[config.mk]
export PLATFORM = sky130hd
export DESIGN_NAME = function_unit_flat
export DESIGN_NICKNAME = d
export VERILOG_FILES = /design/src/rtl/function_unit_if.sv /design/src/rtl/function_unit.sv /design/src/flat_wrapper.sv
export SDC_FILE = /design/constraint.sdc
export NUM_CORES = 1
export LEC_CHECK = 0
export BUFFER_PORTS_ARGS = -buffer_cell sky130_fd_sc_hd__buf_2
export CORE_UTILIZATION = 55
export CTS_CLUSTER_SIZE = 40
export DETAILED_ROUTE_END_ITERATION = 8
export GPL_ROUTABILITY_DRIVEN = 0
export GPL_TIMING_DRIVEN = 0
export PLACE_DENSITY = 0.85
export SETUP_SLACK_MARGIN = 0.05
export SYNTH_ARGS = -nofsm -noshare
export SYNTH_HDL_FRONTEND = slang
export SYNTH_SLANG_ARGS = --single-unit
[constraint.sdc]
create_clock -name clk -period 4.5 [get_ports clk]
set_input_delay 0.225 -clock clk [delete_from_list [all_inputs] [get_ports clk]]
set_output_delay 0.225 -clock clk [all_outputs]
set_load 0.02 [all_outputs]
[src/rtl/function_unit_if.sv]
// rtl/function_unit_if.sv - issue/writeback bundle between decode, register file and function_unit
//
// Purpose: groups the issue signals (start, FS, DA_in, A, B) and the
// writeback/status signals (D, DA, RW, busy, Z, N, C, V) of function_unit.
// Ports (modport view):
//   master - issuer side: drives start/FS/DA_in/A/B, observes results
//   slave  - function_unit side: observes issue, drives results and status
interface function_unit_if;
  logic        start;
  logic [3:0]  FS;
  logic [3:0]  DA_in;
  logic [15:0] A;
  logic [15:0] B;
  logic [15:0] D;
  logic [3:0]  DA;
  logic        RW;
  logic        busy;
  logic        Z;
  logic        N;
  logic        C;
  logic        V;

  modport master (
    output start, FS, DA_in, A, B,
    input  D, DA, RW, busy, Z, N, C, V
  );

  modport slave (
    input  start, FS, DA_in, A, B,
    output D, DA, RW, busy, Z, N, C, V
  );
endinterface

[src/rtl/function_unit.sv]
// rtl/function_unit.sv - 16-bit execute stage: single-cycle ALU/shift ops plus optional iterative multiply
//
// Purpose: takes register-file operands A/B with a function select, computes
// the result and hands D/DA/RW back to the register file. Optional macro
// FU_MUL_EN adds a 16-cycle shift-add multiplier on FS=11; without it FS=11
// is treated as a reserved code and busy is tied low.
// Ports:
//   clk   - clock, all state changes on the rising edge
//   reset - synchronous, active-low
//   fu    - function_unit_if.slave: start/FS/DA_in/A/B in,
//           D/DA/RW/busy/Z/N/C/V out (all outputs registered or state-decoded)
module function_unit (
  input  logic           clk,
  input  logic           reset,
  function_unit_if.slave fu
);

  localparam logic [1:0] S_IDLE = 2'd0;
  localparam logic [1:0] S_WB   = 2'd2;
`ifdef FU_MUL_EN
  localparam logic [1:0] S_MUL  = 2'd1;
  localparam logic [3:0] FS_MUL = 4'd11;
`endif

  localparam logic [3:0] FS_MOVA = 4'd0;
  localparam logic [3:0] FS_INC  = 4'd1;
  localparam logic [3:0] FS_ADD  = 4'd2;
  localparam logic [3:0] FS_SUB  = 4'd3;
  localparam logic [3:0] FS_DEC  = 4'd4;
  localparam logic [3:0] FS_AND  = 4'd5;
  localparam logic [3:0] FS_OR   = 4'd6;
  localparam logic [3:0] FS_XOR  = 4'd7;
  localparam logic [3:0] FS_NOT  = 4'd8;
  localparam logic [3:0] FS_SHL  = 4'd9;
  localparam logic [3:0] FS_SHR  = 4'd10;
  localparam logic [3:0] FS_MOVB = 4'd12;

  logic [1:0]  r_state;
  logic [15:0] r_d;
  logic [3:0]  r_da;
  logic        r_z;
  logic        r_n;
  logic        r_c;
  logic        r_v;

  logic [15:0] w_res;
  logic [16:0] w_sum;
  logic        w_c;
  logic        w_v;
  logic        w_single;

`ifdef FU_MUL_EN
  // Only the low 16 product bits are kept, so the multiplicand can shift
  // left inside a 16-bit register and simply lose its upper bits.
  logic [15:0] r_mcand;
  logic [15:0] r_mplier;
  logic [15:0] r_acc;
  logic [3:0]  r_count;
  logic [3:0]  r_mul_da;
  logic [15:0] w_acc_next;

  assign w_acc_next = r_acc + (r_mplier[0] ? r_mcand : 16'h0000);
`endif

  // Single-cycle datapath; w_single marks codes that write back in one cycle.
  always_comb begin
    w_res    = '0;
    w_sum    = '0;
    w_c      = 1'b0;
    w_v      = 1'b0;
    w_single = 1'b1;
    case (fu.FS)
      FS_MOVA: w_res = fu.A;
      FS_INC: begin
        w_sum = {1'b0, fu.A} + 17'd1;
        w_res = w_sum[15:0];
        w_c   = w_sum[16];
        w_v   = ~fu.A[15] & w_sum[15];
      end
      FS_ADD: begin
        w_sum = {1'b0, fu.A} + {1'b0, fu.B};
        w_res = w_sum[15:0];
        w_c   = w_sum[16];
        w_v   = (fu.A[15] == fu.B[15]) && (w_sum[15] != fu.A[15]);
      end
      FS_SUB: begin
        // Carry out set means no borrow.
        w_sum = {1'b0, fu.A} + {1'b0, ~fu.B} + 17'd1;
        w_res = w_sum[15:0];
        w_c   = w_sum[16];
        w_v   = (fu.A[15] != fu.B[15]) && (w_sum[15] != fu.A[15]);
      end
      FS_DEC: begin
        // Adding 0xFFFF: overflow only when a negative A turns positive.
        w_sum = {1'b0, fu.A} + 17'h0FFFF;
        w_res = w_sum[15:0];
        w_c   = w_sum[16];
        w_v   = fu.A[15] & ~w_sum[15];
      end
      FS_AND:  w_res = fu.A & fu.B;
      FS_OR:   w_res = fu.A | fu.B;
      FS_XOR:  w_res = fu.A ^ fu.B;
      FS_NOT:  w_res = ~fu.A;
      FS_SHL: begin
        w_res = {fu.A[14:0], 1'b0};
        w_c   = fu.A[15];
      end
      FS_SHR: begin
        w_res = {1'b0, fu.A[15:1]};
        w_c   = fu.A[0];
      end
      FS_MOVB: w_res = fu.B;
      default: w_single = 1'b0;
    endcase
  end

  always_ff @(posedge clk) begin
    if (!reset) begin
      r_state  <= S_IDLE;
      r_d      <= '0;
      r_da     <= '0;
      r_z      <= 1'b0;
      r_n      <= 1'b0;
      r_c      <= 1'b0;
      r_v      <= 1'b0;
`ifdef FU_MUL_EN
      r_mcand  <= '0;
      r_mplier <= '0;
      r_acc    <= '0;
      r_count  <= '0;
      r_mul_da <= '0;
`endif
    end else begin
      case (r_state)
`ifdef FU_MUL_EN
        S_MUL: begin
          // start is ignored here: a multiply in flight drops new issues.
          r_acc    <= w_acc_next;
          r_mcand  <= {r_mcand[14:0], 1'b0};
          r_mplier <= {1'b0, r_mplier[15:1]};
          r_count  <= r_count + 4'd1;
          if (r_count == 4'd15) begin
            r_d     <= w_acc_next;
            r_da    <= r_mul_da;
            r_z     <= (w_acc_next == 16'h0000);
            r_n     <= w_acc_next[15];
            r_c     <= 1'b0;
            r_v     <= 1'b0;
            r_state <= S_WB;
          end
        end
`endif
        default: begin
          if (fu.start && w_single) begin
            r_d     <= w_res;
            r_da    <= fu.DA_in;
            r_z     <= (w_res == 16'h0000);
            r_n     <= w_res[15];
            r_c     <= w_c;
            r_v     <= w_v;
            r_state <= S_WB;
          end
`ifdef FU_MUL_EN
          else if (fu.start && (fu.FS == FS_MUL)) begin
            // DA output keeps its old value until the product is written.
            r_mcand  <= fu.A;
            r_mplier <= fu.B;
            r_acc    <= '0;
            r_count  <= '0;
            r_mul_da <= fu.DA_in;
            r_state  <= S_MUL;
          end
`endif
          else begin
            r_state <= S_IDLE;
          end
        end
      endcase
    end
  end

  assign fu.D  = r_d;
  assign fu.DA = r_da;
  assign fu.RW = (r_state == S_WB);
`ifdef FU_MUL_EN
  assign fu.busy = (r_state == S_MUL);
`else
  assign fu.busy = 1'b0;
`endif
  assign fu.Z = r_z;
  assign fu.N = r_n;
  assign fu.C = r_c;
  assign fu.V = r_v;

endmodule

[src/flat_wrapper.sv]
// flat-port wrapper written by rule: the top's interface ports become plain ports
module function_unit_flat 
  (clk, reset, fu_start, fu_FS, fu_DA_in, fu_A, fu_B, fu_D, fu_DA, fu_RW, fu_busy, fu_Z, fu_N, fu_C, fu_V);
  function_unit_if fu_i ();
  input  logic clk;
  input  logic reset;
  input wire logic [$bits(fu_i.start)-1:0] fu_start;
  input wire logic [$bits(fu_i.FS)-1:0] fu_FS;
  input wire logic [$bits(fu_i.DA_in)-1:0] fu_DA_in;
  input wire logic [$bits(fu_i.A)-1:0] fu_A;
  input wire logic [$bits(fu_i.B)-1:0] fu_B;
  output wire logic [$bits(fu_i.D)-1:0] fu_D;
  output wire logic [$bits(fu_i.DA)-1:0] fu_DA;
  output wire logic [$bits(fu_i.RW)-1:0] fu_RW;
  output wire logic [$bits(fu_i.busy)-1:0] fu_busy;
  output wire logic [$bits(fu_i.Z)-1:0] fu_Z;
  output wire logic [$bits(fu_i.N)-1:0] fu_N;
  output wire logic [$bits(fu_i.C)-1:0] fu_C;
  output wire logic [$bits(fu_i.V)-1:0] fu_V;
  assign fu_i.start = fu_start;
  assign fu_i.FS = fu_FS;
  assign fu_i.DA_in = fu_DA_in;
  assign fu_i.A = fu_A;
  assign fu_i.B = fu_B;
  assign fu_D = fu_i.D;
  assign fu_DA = fu_i.DA;
  assign fu_RW = fu_i.RW;
  assign fu_busy = fu_i.busy;
  assign fu_Z = fu_i.Z;
  assign fu_N = fu_i.N;
  assign fu_C = fu_i.C;
  assign fu_V = fu_i.V;
  function_unit u_core (.clk(clk), .reset(reset), .fu(fu_i));
endmodule
Word level (Yosys, flattened, before mapping)
Cells that the tools add are included.
{"block": "totals", "reg_bits": 26, "input_bits": 43, "out_inout_bits": 26}
{"block": "op_classes", "n_addsub": 5, "n_eq_ne": 16, "mux": 5, "bitwise": 9, "reduce_logical": 6}
{"cell": "16-bit one-hot mux with 12 select lines", "count": 1}
{"cell": "16-bit by 16-bit adder with 17-bit output", "count": 2}
{"cell": "16-bit NOT", "count": 2}
{"cell": "16-bit by 1-bit adder with 17-bit output (second input constant)", "count": 1}
{"cell": "16-bit by 16-bit adder with 17-bit output (second input constant)", "count": 1}
{"cell": "17-bit by 1-bit adder with 17-bit output (second input constant)", "count": 1}
{"cell": "16-bit AND", "count": 1}
{"cell": "4-bit by 3-bit equality test with 1-bit output (second input constant)", "count": 4}
{"cell": "4-bit equality test (second input constant)", "count": 4}
{"cell": "16-bit logical NOT", "count": 1}
{"cell": "16-bit bitwise OR", "count": 1}
{"cell": "16-bit bitwise XOR", "count": 1}
{"cell": "12-bit OR reduction", "count": 1}
{"cell": "4-bit by 2-bit equality test with 1-bit output (second input constant)", "count": 2}
{"cell": "1-bit one-hot mux with 6 select lines", "count": 1}
{"cell": "4-bit by 1-bit equality test with 1-bit output (second input constant)", "count": 1}
{"cell": "4-bit logical NOT", "count": 1}
{"cell": "1-bit one-hot mux with 4 select lines", "count": 1}
{"cell": "1-bit logical AND", "count": 3}
{"cell": "1-bit inequality test", "count": 3}
{"cell": "1-bit AND", "count": 2}
{"cell": "2-bit equality test (second input constant)", "count": 1}
{"cell": "2-bit 2-to-1 mux", "count": 1}
{"cell": "1-bit NOT", "count": 2}
{"cell": "other kinds (2)", "count": 2}

Depth between registers and ports, before layout
{"block": "depth", "depth_word": 6, "depth_mapped": 15, "depth_no_buf": 14}

Worst setup path after synthesis
Ideal clock, no wire load.
{"block": "synth_path", "kind": "input to register", "start": "in fu_A[0]", "end": "reg u_core.r_z, in the netlist u_core.fu.Z", "arrival_ns": 3.304, "path_slack_ns": 1.079, "cell_stages": 15, "path_cell_list": "clkbuf_1 inv_1 ha_1 inv_1 fa_1 nor2b_2 o221ai_2 or4b_1 a311o_1 or3_1 o311ai_1 a211oi_1 and4_1 and4_1 a32o_1"}
{"block": "synth_between", "elab_chain_len": 4, "elab_cells_between_ends": 11}
{"item": "start: declaration", "line_no": "flat_wrapper.sv:10", "source": "input wire logic [$bits(fu_i.A)-1:0] fu_A;"}
{"item": "16-bit by 16-bit adder with 17-bit output", "line_no": "function_unit.sv:88", "source": "w_sum = {1'b0, fu.A} + {1'b0, ~fu.B} + 17'd1;"}
{"item": "17-bit by 1-bit adder with 17-bit output", "line_no": "function_unit.sv:88"}
{"item": "16-bit one-hot mux with 12 select lines (*)", "line_no": "function_unit.sv:72", "source": "case (fu.FS)"}
{"item": "16-bit logical NOT (*)", "line_no": "function_unit.sv:157", "source": "r_z <= (w_res == 16'h0000);"}
{"item": "end signal: assignment", "line_no": "function_unit.sv:157"}
{"item": "end: declaration", "line_no": "function_unit.sv:41", "source": "logic r_z;"}
Mark *: on every way between the ends. The rest lies on a longest branch, timed or not.
A chain may end at the register's enable or synchronous reset.

Final worst setup path
Same ends and word-level chain as after synthesis.

==> metrics.txt <==
outcome finished, violations left; failing checks DRC; top post-synthesis cells by area ha_1 (14%), dfxtp_1 (9.4%), nor2_1 (5.6%), a21oi_1 (4.2%), nand2_1 (4.1%); post-synth top area cell ha_1; drc violations 30; Mapped Area 5120 µm²; largest family of logic cells by synthesized area compound AO/OA/AOI/OAI gates; Syn Inst Count 751; setup TNS 0 ns; XOR/XNOR Fraction of Synth Area 0.0427; initial antenna violation count 0; CP startpoint fu_A[0]; Adder-Cell Fraction of Synth Area 0.146; Num CTS Buffers 3; max cap viols 0; Seq/Total Area, Yosys 0.0938; CP Class in -> reg; clock transition at the registers of the reported paths 0.09 ns; initial DRC count 1330; Critical Path Slowest Stage Cell a221oi_1; FFs w/ async S/R, synth 0; GRT Residual Overflow 0; CP Buf/Inv Count 4; number of synthesized flops with an enable pin 0; Core Footprint 8890 µm²; PortBufs 66; Hold Crit Start fu_DA_in[1]; Nets 923; largest net degree at the start of global routing 15; Final Hold Violating Endpoints 0; combinational fraction of design power 0.592; Main synth FF type dfxtp_1; register area 480 µm²; vias 6641; WL per Instance 21.1 µm; CTS tree built; HP Class in -> reg; sw power 475 µW; number of global-route vias before repair 6255; first-pass GRT wire length 31000 µm; Synth top area share 0.137; CP Capture Type register; later-pin clock latency in the skew report 0.27 ns; mux cell area share after synthesis 0.0266; CP arrival 4.31 ns; DR vias/cell 7.15; Final HPWL DP 14700 µm; Achievable Freq 0.245 GHz; htree depth 1; die height 98.5 µm; CP max FO 10; Synth Area in Compound Gates 0.327; crit-path max cell delay 0.60 ns; Slew headroom 0.0940; RSZ-0062 raised after global routing false; Starting Density 0.576; Cell Int Power 560 µW; CP Launch Type input port; clock sink total 24; clock skew 0 ns; Final min period 4.09 ns; CP cell instances buf_2 > clkbuf_1 > inv_1 > ha_1 > inv_1 > fa_1 > nor2b_2 > o221ai_2 > or4b_1 > a311o_1 > xnor2_1 > a221oi_1 > and2_1 > and4_1 > and4_1 > a32o_1; Global Route Usage Sum 0.397; die area 9710 µm²; hold buffer count at CTS 0; CTS max path bufs 2; Seq cells post-synth 24; Cell Area, Placed 5590 µm²; chip width 98.5 µm; # resized after CTS 0; r2r startpoint u_core.fu.V; clock share of power 0.179; DR pass1 iterations 9; Clock Tree Root clkbuf_8; count of pins over their slew limit 0; Switching Fraction 0.459; fin area 5660 µm²; Pleak 0.00241 µW; worst ir drop on vdd 0.170 mV; Antenna Cells 0; Netlist cell types 77; Final period util 0.908; worst-margin pin slew 1.36 ns; Fillers 781; area grow syn2layout 10.5%; Pwr Density 183 nW/µm²; WL final 19600 µm; Post-Syn Nets 852; Yosys warnings 0; Pwr Total 1040 µW; Multi-input gate area 4180 µm²; syn avg cell area 6.82 µm²; Simple-Gate Fraction of Synth Area 0.271; Top Ports 69; Site Rows 34; required time of the critical path 4.72 ns; Setup Fix Bufs, Post-CTS 0; cell family with most CP delay compound AO/OA/AOI/OAI gates; Final setup viols 0; Core Util, Final 0.637; Final ANT Viol Nets 0; share of cells above drive strength 1 0.130; sequential power share 0.228
-- cells in the mapped netlist (all sizes together) (4+ instances only) --
cell type and number:
nor2 76, ha 56, nand2 56, inv 50, a21oi 43, clkbuf 43
o21ai 40, nor3 35, dfxtp 24, buf 23, xnor2 22, nand3 20
a211oi 19, o22ai 18, nand2b 15, a22oi 14, nor2b 14, o211ai 13
nor4 11, a221oi 10, a21o 8, a31oi 8, mux2i 8, a221o 7
nand4 7, o221ai 6, or3 6, a22o 5, and3 5, nor3b 5
a32oi 4, and2 4, nand3b 4, o2111ai 4, o21bai 4, o31ai 4
-- worst min-delay path: stages --
cell and delay, ns:
buf_2 0.10, nand2_1 0.05, a21oi_1 0.05
-- per-stage QoR --
step	hold slack (ns)	setup WS, ns	instances
finish	0.194	0.413	929
CTS	0.201	0.602	929
global placement	0.439	0.381	925
global route	0.197	0.346	929
floorplan	0.337	1.08	751
detailed placement	0.460	0.325	925
-- logic make-up after synthesis --
kind of cell,Yosys count
simple gates,274
compound gates,240
buf+inv,116
fa+ha+maj,59
xor+xnor,25
flops,24
mux,12
other cells,1
-- sequential cells by signal, indices dropped and copies added (netlist names) --
register,cells
u_core.fu.D,16
u_core.fu.Z,1
u_core.r_state,1
u_core.fu.C,1
u_core.fu.V,1
u_core.fu.DA,4
-- path summary, 6_finish.rpt --
check             slack [ns]              end  depth (start not counted)
hold / removal          0.19  u_core.fu.DA[1]                          3
setup reg to reg        3.17      u_core.fu.V                          4
hold reg to reg         0.47  u_core.fu.DA[1]                          2
setup / recovery        0.41      u_core.fu.Z                         16
-- area by class of cell --
| cell class | instances | area share |
|---|---|---|
| clock inverter | 1 | 0.00530 |
| tap | 108 | 0.0239 |
| multi-input combinational | 611 | 0.737 |
| timing repair buffer | 66 | 0.0583 |
| clock buffer | 3 | 0.00729 |
| buffer | 66 | 0.0497 |
| sequential | 24 | 0.0849 |
| inverter | 50 | 0.0331 |
-- cells in the final DEF (no fill, tap or decap), types with 13 or more instances in the layout --
cell,synthesis,layout
nand2_1,56,56
a211oi_1,19,19
a21oi_1,43,43
clkbuf_1,43,43
nand2b_1,15,15
o22ai_1,18,18
nor2_1,76,76
buf_2,18,84
dfxtp_1,24,24
o211ai_1,13,13
inv_1,48,48
nor2b_1,13,13
xnor2_1,22,22
nand3_1,20,20
o21ai_0,38,38
a22oi_1,14,14
ha_1,56,56
nor3_1,34,34
-- per-layer routing --
layer | up-vias | GRT usage | wire (µm)
li1 | 2893 | - | -
met1 | 2904 | 0.474 | 6880
met3 | 197 | 0.135 | 3190
met5 | - | 0 | 0
met2 | 647 | 0.616 | 7990
met4 | 0 | 0.245 | 1570
-- power groups by stage --
stage / sequential (µW) / combinational [µW] / clock (µW)
final: 236 / 613 / 186
after global routing: 239 / 649 / 195
after CTS: 237 / 579 / 185
after detailed placement: 242 / 576 / 0
after global placement: 240 / 560 / 0
after floorplan: 262 / 381 / 0
Note: power is estimated with default switching activity, not from simulation.
